[config.mk]
export PLATFORM = sky130hd
export DESIGN_NAME = conv_tile_sched_flat
export DESIGN_NICKNAME = d
export VERILOG_FILES = /design/src/rtl/conv_tile_sched_if.sv /design/src/rtl/conv_tile_sched.sv /design/src/flat_wrapper.sv
export SDC_FILE = /design/constraint.sdc
export NUM_CORES = 1
export LEC_CHECK = 0
export ABC_AREA = 1
export ABC_CLOCK_PERIOD_IN_PS = 2100
export CAP_MARGIN = 20
export CORE_MARGIN = 4
export CORE_UTILIZATION = 40
export CTS_BUF_LIST = sky130_fd_sc_hd__clkbuf_4 sky130_fd_sc_hd__clkbuf_8
export DETAILED_ROUTE_END_ITERATION = 10
export PLACE_DENSITY = 0.66
export SYNTH_ARGS = -nofsm -noshare
export SYNTH_HDL_FRONTEND = slang
export SYNTH_SLANG_ARGS = --single-unit
[constraint.sdc]
create_clock -name clk -period 2.1 [get_ports clk]
set_input_delay 0.42 -clock clk [delete_from_list [all_inputs] [get_ports clk]]
set_output_delay 0.42 -clock clk [all_outputs]
set_load 0.01 [all_outputs]
[src/rtl/conv_tile_sched_if.sv]
// Load-stream control bundle between the layer scheduler
// and control_conv: proc enables plus observed handshakes.
interface conv_tile_sched_if;
  logic procin;
  logic invalid;
  logic inready;
  logic inlast;
  logic prockrnl;
  logic krnlvalid;
  logic krnlready;
  logic krnlast;
  logic procindx;
  logic indxvalid;
  logic indxready;
  logic indxlast;
  logic readynext;

  modport master (
    output procin, prockrnl, procindx,
    input  invalid, inready, inlast,
    input  krnlvalid, krnlready, krnlast,
    input  indxvalid, indxready, indxlast,
    input  readynext
  );

  modport slave (
    input  procin, prockrnl, procindx,
    output invalid, inready, inlast,
    output krnlvalid, krnlready, krnlast,
    output indxvalid, indxready, indxlast,
    output readynext
  );
endinterface

[src/rtl/conv_tile_sched.sv]
// Layer scheduler: walks kernel-group x tile loop, sequencing
// input / kernel / index loads; kernel+index loaded once per group.
module conv_tile_sched #(
  parameter int TW = 8,
  parameter int GW = 6
) (
  input  logic                clk,
  input  logic                rst,
  input  logic                start,
  input  logic                abort,
  input  logic [TW-1:0]       cfg_ntile,
  input  logic [GW-1:0]       cfg_nkgrp,
  conv_tile_sched_if.master   ld,
  output logic                krnl_reuse,
  output logic [TW-1:0]       tile_idx,
  output logic [GW-1:0]       kgrp_idx,
  output logic                busy,
  output logic                done
);

  typedef enum logic [2:0] {
    S_IDLE,
    S_LD_IN,
    S_LD_KRNL,
    S_LD_INDX,
    S_WAIT_NEXT,
    S_FIN
  } state_e;

  state_e        state_q, state_d;
  logic [TW-1:0] tile_q, tile_d;
  logic [GW-1:0] kgrp_q, kgrp_d;
  logic [TW-1:0] ntile_q, ntile_d;
  logic [GW-1:0] nkgrp_q, nkgrp_d;
  logic          procin_q, procin_d;
  logic          prockrnl_q, prockrnl_d;
  logic          procindx_q, procindx_d;
  logic          busy_q, busy_d;
  logic          done_q, done_d;
  logic          reuse_q, reuse_d;

  logic in_last;
  logic krnl_last;
  logic indx_last;
  logic cfg_ok;
  logic tile_end;
  logic kgrp_end;

  assign in_last   = ld.invalid & ld.inready & ld.inlast;
  assign krnl_last = ld.krnlvalid & ld.krnlready & ld.krnlast;
  assign indx_last = ld.indxvalid & ld.indxready & ld.indxlast;
  assign cfg_ok    = (cfg_ntile != '0) && (cfg_nkgrp != '0);
  assign tile_end  = (tile_q == ntile_q - TW'(1));
  assign kgrp_end  = (kgrp_q == nkgrp_q - GW'(1));

  // State, loop indices, latched cfg and registered outputs
  always_ff @(posedge clk) begin
    if (rst) begin
      state_q    <= S_IDLE;
      tile_q     <= '0;
      kgrp_q     <= '0;
      ntile_q    <= '0;
      nkgrp_q    <= '0;
      procin_q   <= 1'b0;
      prockrnl_q <= 1'b0;
      procindx_q <= 1'b0;
      busy_q     <= 1'b0;
      done_q     <= 1'b0;
      reuse_q    <= 1'b0;
    end else begin
      state_q    <= state_d;
      tile_q     <= tile_d;
      kgrp_q     <= kgrp_d;
      ntile_q    <= ntile_d;
      nkgrp_q    <= nkgrp_d;
      procin_q   <= procin_d;
      prockrnl_q <= prockrnl_d;
      procindx_q <= procindx_d;
      busy_q     <= busy_d;
      done_q     <= done_d;
      reuse_q    <= reuse_d;
    end
  end

  // Next state and loop advance; abort overrides everything when busy
  always_comb begin
    state_d = state_q;
    tile_d  = tile_q;
    kgrp_d  = kgrp_q;
    ntile_d = ntile_q;
    nkgrp_d = nkgrp_q;
    if (abort && (state_q != S_IDLE)) begin
      state_d = S_IDLE;
    end else begin
      unique case (state_q)
        S_IDLE: begin
          if (start && cfg_ok) begin
            ntile_d = cfg_ntile;
            nkgrp_d = cfg_nkgrp;
            tile_d  = '0;
            kgrp_d  = '0;
            state_d = S_LD_IN;
          end else if (start) begin
            state_d = S_FIN;
          end
        end
        S_LD_IN: begin
          if (in_last) begin
            state_d = (tile_q == '0) ? S_LD_KRNL : S_WAIT_NEXT;
          end
        end
        S_LD_KRNL: begin
          if (krnl_last) state_d = S_LD_INDX;
        end
        S_LD_INDX: begin
          if (indx_last) state_d = S_WAIT_NEXT;
        end
        S_WAIT_NEXT: begin
          if (ld.readynext) begin
            if (!tile_end) begin
              tile_d  = tile_q + TW'(1);
              state_d = S_LD_IN;
            end else if (!kgrp_end) begin
              tile_d  = '0;
              kgrp_d  = kgrp_q + GW'(1);
              state_d = S_LD_IN;
            end else begin
              state_d = S_FIN;
            end
          end
        end
        S_FIN: state_d = S_IDLE;
        default: state_d = S_IDLE;
      endcase
    end
  end

  // Outputs decoded from next state so they line up with the state
  always_comb begin
    procin_d   = 1'b0;
    prockrnl_d = 1'b0;
    procindx_d = 1'b0;
    done_d     = 1'b0;
    busy_d     = (state_d != S_IDLE);
    reuse_d    = (tile_d != '0);
    unique case (1'b1)
      (state_d == S_LD_IN):   procin_d   = 1'b1;
      (state_d == S_LD_KRNL): prockrnl_d = 1'b1;
      (state_d == S_LD_INDX): procindx_d = 1'b1;
      (state_d == S_FIN):     done_d     = 1'b1;
      default: ;
    endcase
  end

  assign ld.procin   = procin_q;
  assign ld.prockrnl = prockrnl_q;
  assign ld.procindx = procindx_q;
  assign busy        = busy_q;
  assign done        = done_q;
  assign krnl_reuse  = reuse_q;
  assign tile_idx    = tile_q;
  assign kgrp_idx    = kgrp_q;

endmodule
[src/flat_wrapper.sv]
// flat-port wrapper written by rule: the top's interface ports become plain ports
module conv_tile_sched_flat 
#(
  parameter int TW = 8,
  parameter int GW = 6
)
  (clk, rst, start, abort, cfg_ntile, cfg_nkgrp, krnl_reuse, tile_idx, kgrp_idx, busy, done, ld_procin, ld_prockrnl, ld_procindx, ld_invalid, ld_inready, ld_inlast, ld_krnlvalid, ld_krnlready, ld_krnlast, ld_indxvalid, ld_indxready, ld_indxlast, ld_readynext);
  conv_tile_sched_if ld_i ();
  input  logic clk;
  input  logic rst;
  input  logic start;
  input  logic abort;
  input  logic [TW-1:0] cfg_ntile;
  input  logic [GW-1:0] cfg_nkgrp;
  output logic krnl_reuse;
  output logic [TW-1:0] tile_idx;
  output logic [GW-1:0] kgrp_idx;
  output logic busy;
  output logic done;
  output wire logic [$bits(ld_i.procin)-1:0] ld_procin;
  output wire logic [$bits(ld_i.prockrnl)-1:0] ld_prockrnl;
  output wire logic [$bits(ld_i.procindx)-1:0] ld_procindx;
  input wire logic [$bits(ld_i.invalid)-1:0] ld_invalid;
  input wire logic [$bits(ld_i.inready)-1:0] ld_inready;
  input wire logic [$bits(ld_i.inlast)-1:0] ld_inlast;
  input wire logic [$bits(ld_i.krnlvalid)-1:0] ld_krnlvalid;
  input wire logic [$bits(ld_i.krnlready)-1:0] ld_krnlready;
  input wire logic [$bits(ld_i.krnlast)-1:0] ld_krnlast;
  input wire logic [$bits(ld_i.indxvalid)-1:0] ld_indxvalid;
  input wire logic [$bits(ld_i.indxready)-1:0] ld_indxready;
  input wire logic [$bits(ld_i.indxlast)-1:0] ld_indxlast;
  input wire logic [$bits(ld_i.readynext)-1:0] ld_readynext;
  assign ld_procin = ld_i.procin;
  assign ld_prockrnl = ld_i.prockrnl;
  assign ld_procindx = ld_i.procindx;
  assign ld_i.invalid = ld_invalid;
  assign ld_i.inready = ld_inready;
  assign ld_i.inlast = ld_inlast;
  assign ld_i.krnlvalid = ld_krnlvalid;
  assign ld_i.krnlready = ld_krnlready;
  assign ld_i.krnlast = ld_krnlast;
  assign ld_i.indxvalid = ld_indxvalid;
  assign ld_i.indxready = ld_indxready;
  assign ld_i.indxlast = ld_indxlast;
  assign ld_i.readynext = ld_readynext;
  conv_tile_sched #(.TW(TW), .GW(GW)) u_core (.clk(clk), .rst(rst), .start(start), .abort(abort), .cfg_ntile(cfg_ntile), .cfg_nkgrp(cfg_nkgrp), .ld(ld_i), .krnl_reuse(krnl_reuse), .tile_idx(tile_idx), .kgrp_idx(kgrp_idx), .busy(busy), .done(done));
endmodule
Yosys cells after proc, flatten, opt, wreduce, memory -nomap -nowiden
Cells that the tools add are included.
{ "word_totals": {"in_bits": 28, "word_cells": 75, "regBits": 37} }
{ "classes": {"eq_ne": 14, "n_reduce_logical": 13, "bitwise": 7, "n_addsub": 4, "mux": 26} }
{ "op_table": {"columns": ["cell", "n"], "rows": [
  ["8-bit 2-to-1 mux", 5],
  ["3-bit 2-to-1 mux", 10],
  ["6-bit 2-to-1 mux", 4],
  ["8-bit case mux with 2 select lines", 1],
  ["8-bit nonzero test", 2],
  ["3-bit case mux with 5 select lines", 1],
  ["3-bit by 2-bit == test with 1-bit output (second input constant)", 4],
  ["6-bit case mux with 2 select lines", 1],
  ["8-bit by 1-bit adder with 8-bit output (second input constant)", 1],
  ["8-bit == test", 1],
  ["8-bit logical NOT", 1],
  ["8-bit by 1-bit subtractor with 8-bit output (second input constant)", 1],
  ["6-bit by 1-bit adder with 6-bit output (second input constant)", 1],
  ["1-bit AND", 6],
  ["3-bit by 1-bit == test with 1-bit output (second input constant)", 2],
  ["3-bit == test (second input constant)", 2],
  ["6-bit == test", 1],
  ["6-bit AND reduction", 1],
  ["3-bit nonzero test", 2],
  ["6-bit nonzero test", 1],
  ["6-bit by 1-bit subtractor with 6-bit output (second input constant)", 1],
  ["1-bit 2-to-1 mux", 4],
  ["2-bit by 1-bit inequality test with 1-bit output (second input constant)", 2],
  ["2-bit inequality test (second input constant)", 2],
  ["other kinds (5)", 7]
]} }

Logic depth before layout (Yosys ltp)
Gate-level depths: netlist of run 1.
{ "depth": {"ltp_word": 9, "mapped_depth": 21, "mapped_depth_nobuf": 21} }

Least setup slack after synthesis of run 1
OpenSTA, ideal clock, no wires.
{ "synth_path": {"path_kind": "register to register", "start": "reg u_core.ntile_q[0]", "end": "reg u_core.kgrp_q[4] (netlist: u_core.kgrp_idx[4])", "path_slack_ns": -0.020, "path_stages_with_launch": 17, "t_arrival_ns": 2.007, "setup_time_ns": 0.113, "required_time_ns": 1.987, "path_cell_list": "dfxtp_1 inv_2 ha_1 nand2_1 inv_1 nor2_1 nand2_1 nor2_1 nand3_1 nor2_4 nand3_4 o21ai_4 o21ai_4 nor3_4 nand3_1 nand2_1 nor2_1"} }
{ "synth_between": {"elab_chain_len": 4} }
{ "synth_lines": {"columns": ["element", "line", "source"], "rows": [
  ["start: declaration", "conv_tile_sched.sv:33", "logic [TW-1:0] ntile_q, ntile_d;"],
  ["start signal: assignment", "conv_tile_sched.sv:74", "ntile_q <= ntile_d;"],
  ["8-bit by 1-bit subtractor with 8-bit output", "conv_tile_sched.sv:53", "assign tile_end = (tile_q == ntile_q - TW'(1));"],
  ["8-bit == test", "conv_tile_sched.sv:53", null],
  ["2-bit by 1-bit inequality test with 1-bit output (no line)", null, null],
  ["6-bit AND reduction (no line)", null, null],
  ["end signal: assignment", "conv_tile_sched.sv:73", "kgrp_q <= kgrp_d;"],
  ["end: declaration", "conv_tile_sched.sv:32", "logic [GW-1:0] kgrp_q, kgrp_d;"]
]} }
Every way passes these cells.
A chain may end at the register's enable or synchronous reset.

Worst setup path after layout of run 1
{ "layout_path": {"start": "reg u_core.ntile_q[1]", "end": "reg u_core.reuse_q (netlist: u_core.krnl_reuse)"} }
{ "layout_between": {"elab_chain_len": 7} }
{ "layout_lines": {"columns": ["element", "line", "source"], "rows": [
  ["8-bit by 1-bit subtractor with 8-bit output", "conv_tile_sched.sv:53", null],
  ["8-bit == test", "conv_tile_sched.sv:53", null],
  ["8-bit 2-to-1 mux", "conv_tile_sched.sv:120", "if (!tile_end) begin"],
  ["8-bit 2-to-1 mux", "conv_tile_sched.sv:119", "if (ld.readynext) begin"],
  ["8-bit case mux with 2 select lines", "conv_tile_sched.sv:95", "unique case (state_q)"],
  ["8-bit 2-to-1 mux", "conv_tile_sched.sv:92", "if (abort && (state_q != S_IDLE)) begin"],
  ["8-bit nonzero test", "conv_tile_sched.sv:145", "reuse_d = (tile_d != '0);"],
  ["end signal: assignment", "conv_tile_sched.sv:81", "reuse_q <= reuse_d;"],
  ["end: declaration", "conv_tile_sched.sv:40", "logic reuse_q, reuse_d;"]
]} }
Every way passes these cells.

==> reports/qor.yml, run 1 <==
placed_design:
  place.gp.congestion: 0.903
  dpl_cell_area_um2: 3460
  io_buffer_count: 47
  place_hpwl_um: 5820
final_layout:
  fillCellCount: 625
  antenna_cells: 0
  area_delta_synth_final_pct: 46.8
  multi_input_area_um2: 1750
  layout-drive-gt1-share_pct: 25.8
  seqCellArea_um2: 743
  finish.net_count: 555
  fin_area_um2: 3790
worst_setup_path:
  cp.depth: 20
  path_class: "register to register"
  critPathBufInv: 3
  end_kind: "register"
  path_cells: "inv_2, ha_4, nand2_2, inv_2, nor2_2, nand2_1, nor2_1, nand3_1, nor2_4, nand2_4, nand2_1, o21ai_1, nand2_1, nand2_1, nand2_2, nand2_2, nor2_4, nand3_2, nand2_2, inv_2"
  worstPathArrival_ns: 2.46
  r2r_start: "u_core.ntile_q[1]$_SDFFE_PP0P_"
  cp.required_ns: 2.30
  critPathMaxStageDelay_ns: 0.34
  start_kind: "register"
  worst-path-max-fanout: 8
  r2r_slack_ns: -0.16
  critical_path.top_delay_family: "simple AND/OR/NAND/NOR gates"
  rr_worst_depth: 20
  r2r-end: "u_core.krnl_reuse$_SDFF_PP0_"
  cpMaxStageDelayCell: "dfxtp_2"
timing:
  finalMaxSlewViolations: 0
  tightest_slew_ns: 0.526
  rsz0062_at_grt: "true"
  fin_crit_sh_pct: 108
  setup_viol: 9
  holdWs_ns: 0.486
  setup_ws_ns: -0.161
  clock_skew_ns: 0.00978
  relSlewSlack_pct: 64.6
  report.final.hold_viol_count: 0
  setup_tns_ns: -0.780
  fmax_ghz: 0.442
  period_needed_ns: 2.26
floorplan:
  start_util_pct: 40.9
  die_area_um2: 7810
  die_x_um: 88.4
  die_height_um: 88.4
  row_count: 29
  core_um2: 6310
  ioPinCount: 48
routing:
  wl_per_cell_um: 12.3
  ant_nets: 0
  drtPass1Iterations: 5
  dr_total_vias: 2956
  drt-initial-drc-count: 146
  drc: 0
  finalWirelength_um: 7400
  via_per_inst: 4.93
synthesis:
  synth.area.top_cells: "dfxtp_1 (29%), nand2_1 (16%), nor2_1 (9.2%)"
  synthTopCellsByCount: "nand2_1 (110), nor2_1 (63), inv_1 (58)"
  yosysUniqueCellTypes: 33
  synth_edf_count: 0
  yosysWarnings: 0
  synthesis.nets: 458
  seq_area_frac_synth_pct: 28.7
  yosysMostFrequentCell: "nand2_1"
  synthCells: 425
  ys.flop_type: "dfxtp_1"
  avgSynthCellArea_um2: 6.08
  synth_top_area_share_pct: 28.7
  ys_ff_latch: 37
  synth_area_leader_cell: "dfxtp_1"
  async_flop_share_pct: 0
  synth_area_um2: 2580
clock_tree:
  ctsHoldBuffers: 0
  clkSinkCount: 37
  htree_levels: 2
  cts_buffer_depth: 2
  cts-root-buf: "clkbuf_8"
  clk_pin_slew_ns: 0.08
  clk_latency_ns: 0.30
  cts_tree: "done"
  cts_buffers: 5
status:
  violations: "setup timing"
  status: "finished with violations"
global_routing:
  gr-total-overflow: 0
  antenna_found_initial: 0
  grtUsageMet3_pct: 4.56
  grt_pass1_wl_um: 12400
  gr-max-usage-layer: "met2"
  grtUsageMet2_pct: 34.2
  use_met1_pct: 24.7
  grt_start_max_net_pins: 25
  grt_pass1_vias: 2844
  grt.total_usage_pct: 20.0
min_path:
  holdPathStages: 2
  hp-start: "u_core.nkgrp_q[5]$_SDFFE_PP0P_"
  hold_class: "register to register"
  worst_hold_path.endpoint: "u_core.nkgrp_q[5]$_SDFFE_PP0P_"
pwr:
  max-vdd-ir-drop_mv: 0.363
  power_density_nw_per_um2: 552
  leakage_nw: 1.76
job:
  maxCapViolCount: 0
## what timing repair did
item                                    4_1_cts  5_1_grt
gates resized for setup                      10       46
setup buffers                                 3        5
pin swaps                                    11       22
endpoints found under the setup margin        5       19
## metrics by stage
stage          util [%]  total power [W]  cells  worst slack [ns]
4_1_cts            57.1          0.00206    596           -0.0552
3_5_place_dp       54.8          0.00152    585            -0.274
5_1_grt            60.1          0.00225    600            -0.339
3_3_place_gp       54.8          0.00152    585            -0.183
2_1_floorplan         -          0.00127    425           0.00801
6_report           60.1          0.00209    600            -0.161
## cell type report
cell class,count,share of cell area [%]
sequential,37,19.6
inverter,66,6.66
timing repair buffer,96,22.6
multi-input combinational,316,46.2
clock inverter,3,0.594
clock buffer,5,1.81
tap,77,2.54
## worst reg2reg max path, delay by kind of cell (launching register included)
| family | cells | cell delay [ns] |
|---|---|---|
| simple gates | 15 | 1.38 |
| flops | 1 | 0.34 |
| buf+inv | 3 | 0.11 |
| compound gates | 1 | 0.06 |
| fa+ha+maj | 1 | 0.24 |
## report_power, final
part	switching [W]	total [W]	internal, W
Clock	0.000281	0.000517	0.000235
Combinational	0.000439	0.000777	0.000338
Sequential	0.0000472	0.000798	0.000751
Total	0.000767	0.00209	0.00132
## cell families after synthesis
logic type      after synthesis  share of synthesized area [%]
buf+inv                      72                           10.8
compound gates               57                           12.4
flops                        37                           28.7
simple gates                247                           43.4
xor+xnor                      7                           2.37
fa+ha+maj                     5                           2.42
## flip-flops by register name, summed over array words and instances (netlist names), 3 cells and up
signal,cells
u_core.ntile_q,8
u_core.tile_idx,8
u_core.kgrp_idx,6
u_core.nkgrp_q,6
u_core.state_q,3
## worst max-delay path by stage
stage | end | slack, ns | startpoint
finish | u_core.krnl_reuse$_SDFF_PP0_ | -0.16 | u_core.ntile_q[1]$_SDFFE_PP0P_
CTS | u_core.kgrp_idx[4]$_SDFFE_PP0P_ | -0.06 | u_core.ntile_q[0]$_SDFFE_PP0P_
detailed placement | u_core.krnl_reuse$_SDFF_PP0_ | -0.27 | cfg_nkgrp[0]
floorplan | u_core.kgrp_idx[4]$_SDFFE_PP0P_ | 0.008 | u_core.ntile_q[0]$_SDFFE_PP0P_
global route | u_core.krnl_reuse$_SDFF_PP0_ | -0.34 | u_core.ntile_q[1]$_SDFFE_PP0P_
global placement | u_core.krnl_reuse$_SDFF_PP0_ | -0.18 | cfg_nkgrp[3]
## cell usage in the layout (no fill, tap or decap), drive strengths merged
cell type and instances:
a211oi 1, a21oi 30, a31oi 1, and2 1, buf 49, clkbuf 5
clkdlybuf4s50 47, clkinv 3, dfxtp 37, ha 5, inv 66, nand2 119
nand3 38, nand4 8, nor2 71, nor3 5, nor3b 2, nor4 2
o2111ai 1, o21ai 23, o22ai 1, or2 1, xnor2 4, xor2 3
## routing by layer
metal / vias to the layer above / share of wire, %
met5: - / 0
met4: 0 / 2.4
met3: 16 / 4.2
met2: 68 / 48
met1: 1334 / 45
li1: 1538 / -
No activity file was read; power rests on OpenSTA's default activity.
==> run 2, diff against run 1 <==
CORE_MARGIN = default   (was 4)
CORE_UTILIZATION = 49   (was 40)
CTS_CLUSTER_DIAMETER = 30   (was default)
PLACE_DENSITY = 0.79   (was 0.66)
==> run 2 against run 1 <==
  * The flow still finishes with violations (setup timing)
  * First-iteration DRC count grew 55%
  * Critical path depth fell by 4
  * Combinational power barely moved
  * Total power decreased by 2.1%
==> reports/qor.yml, run 2 (synthesized netlist as in run 1, its figures left out) <==
routing:
  via_per_inst: 5.16  # was 4.93
  drc: 0  # unchanged
  ant_nets: 0  # unchanged
  finalWirelength_um: 7420  # was 7400 um
  drt-initial-drc-count: 227  # was 146
  wl_per_cell_um: 12.6  # was 12.3 um
  drtPass1Iterations: 4  # was 5
  dr_total_vias: 3042  # was 2956
timing:
  rsz0062_at_grt: "true"  # unchanged
  fin_crit_sh_pct: 106  # was 108%
  tightest_slew_ns: 0.544  # was 0.526 ns
  finalMaxSlewViolations: 0  # unchanged
  report.final.hold_viol_count: 0  # unchanged
  setup_viol: 7  # was 9
  setup_ws_ns: -0.132  # was -0.161 ns
  period_needed_ns: 2.23  # was 2.26 ns
  clock_skew_ns: 0.00361  # was 0.00978 ns
  relSlewSlack_pct: 63.4  # was 64.6%
  fmax_ghz: 0.448  # was 0.442 GHz
min_path:
  hold_class: "register to register"  # unchanged
clock_tree:
  clk_latency_ns: 0.29  # was 0.30 ns
  htree_levels: 2  # unchanged
  clk_pin_slew_ns: 0.07  # was 0.08 ns
  cts_tree: "done"  # unchanged
  clkSinkCount: 37  # unchanged
  cts_buffers: 5  # unchanged
  cts_buffer_depth: 2  # unchanged
  cts-root-buf: "clkbuf_8"  # unchanged
  ctsHoldBuffers: 0  # unchanged
placed_design:
  place_hpwl_um: 5730  # was 5820 um
  place.gp.congestion: 0.941  # was 0.903
  dpl_cell_area_um2: 3480  # was 3460 um^2
  io_buffer_count: 47  # unchanged
  dp_worst_setup_slack_ns: -0.289  # was -0.274 ns
global_routing:
  grt_pass1_vias: 2837  # was 2844
  grt.total_usage_pct: 28.5  # was 20.0%
  grt_start_max_net_pins: 25  # unchanged
  antenna_found_initial: 0  # unchanged
  gr-total-overflow: 0  # unchanged
  grt_pass1_wl_um: 12100  # was 12400 um
final_layout:
  final_common_cell: "nand2_1"  # unchanged
  postLayoutCoreUtil_pct: 72.2  # was 60.1%
  layout-drive-gt1-share_pct: 23.1  # was 25.8%
  antenna_cells: 0  # unchanged
  area_delta_synth_final_pct: 42.7  # was 46.8%
  fin_area_um2: 3690  # was 3790 um^2
  layout_common_cells: "nand2_1 (102), inv_1 (56), nor2_1 (54), clkdlybuf4s50_1 (47), buf_4 (45)"  # was nand2_1 (98), inv_1 (55), nor2_1 (55), clkdlybuf4s50_1 (47), buf_4 (44)
  finish.net_count: 554  # was 555
worst_setup_path:
  cp.required_ns: 2.29  # was 2.30 ns
  path_class: "register to register"  # unchanged
  worst-path-max-fanout: 4  # was 8
  start_kind: "register"  # unchanged
  worstPathArrival_ns: 2.43  # was 2.46 ns
  end_kind: "register"  # unchanged
floorplan:
  ioPinCount: 48  # unchanged
  core_um2: 5110  # was 6310 um^2
  die_area_um2: 5570  # was 7810 um^2
  row_count: 26  # was 29
  die_x_um: 74.6  # was 88.4 um
  die_height_um: 74.6  # was 88.4 um
  start_util_pct: 50.6  # was 40.9%
pwr:
  max-vdd-ir-drop_mv: 0.403  # was 0.363 mV
  leakage_nw: 1.73  # was 1.76 nW
  power_density_nw_per_um2: 556  # was 552 nW/um^2
status:
  violations: "setup timing"  # unchanged
  status: "finished with violations"  # unchanged
job:
  maxCapViolCount: 0  # unchanged
==> run 2: cell types whose count changed in the layout (fill, tap and decap cells not counted), sizes merged <==
cell / change
buf: -1
clkinv: -2
==> run 2: layer usage <==
layer	up-vias	track usage [%]	part of all wire, %
met5	-	0	0
met4	0	10.9	2.1
met3	17	4.82	5.8
met2	96	50.3	47
met1	1388	34.5	45
li1	1541	-	-
==> run 2: layout make-up <==
class,instances,area [um^2]
Sequential cell,37,743
Timing Repair Buffer,95,851
Fill cell,440,1420
Clock inverter,1,5.00
Inverter,66,253
Multi-Input combinational cell,316,1680
Tap cell,70,87.6
Clock buffer,5,68.8
==> run 2: path summary, 6_finish.rpt <==
kind / startpoint / endpoint / slack, ns / cells past startpoint
setup reg to reg: u_core.ntile_q[0]$_SDFFE_PP0P_ / u_core.kgrp_idx[4]$_SDFFE_PP0P_ / -0.13 / 16
hold reg to reg: u_core.nkgrp_q[5]$_SDFFE_PP0P_ / u_core.nkgrp_q[5]$_SDFFE_PP0P_ / 0.48 / 2
setup / recovery: u_core.ntile_q[0]$_SDFFE_PP0P_ / u_core.kgrp_idx[4]$_SDFFE_PP0P_ / -0.13 / 16
hold / removal: u_core.nkgrp_q[5]$_SDFFE_PP0P_ / u_core.nkgrp_q[5]$_SDFFE_PP0P_ / 0.48 / 2
==> run 2: repair_timing <==
action                                  CTS  global route
gates resized for setup                   9            29
pin swaps                                10            11
setup buffers                             3             1
endpoints found under the setup margin    5            18
==> run 2: metrics by stage <==
stage | hold WS, ns | TNS, ns | instances | power [W]
CTS | 0.478 | -0.175 | 589 | 0.00201
global placement | 0.454 | -0.846 | 580 | 0.00151
detailed placement | 0.468 | -2.39 | 580 | 0.00153
finish | 0.478 | -0.743 | 590 | 0.00205
floorplan | 0.444 | 0 | 425 | 0.00127
global route | 0.545 | -1.76 | 590 | 0.00218
==> run 2: critical path, stage by stage, from the launching register on <==
cell     delay [ns]
dfxtp_2        0.35
inv_4          0.04
ha_4           0.24
nand2_2        0.08
inv_2          0.03
nor2_2         0.07
nand2_1        0.07
nor2_1         0.13
nand3_1        0.13
nor2_4         0.18
nand3_4        0.13
o21ai_4        0.19
o21ai_4        0.12
nor3_4         0.18
nand3_1        0.10
nand2_1        0.07
nor2_1         0.03
==> run 2: report_power, final <==
| group | internal, W | switching (W) | leakage (nW) |
|---|---|---|---|
| combinational | 0.000337 | 0.000440 | 1.39 |
| sequential | 0.000752 | 0.0000495 | 0.303 |
| clock | 0.000218 | 0.000252 | 0.0399 |
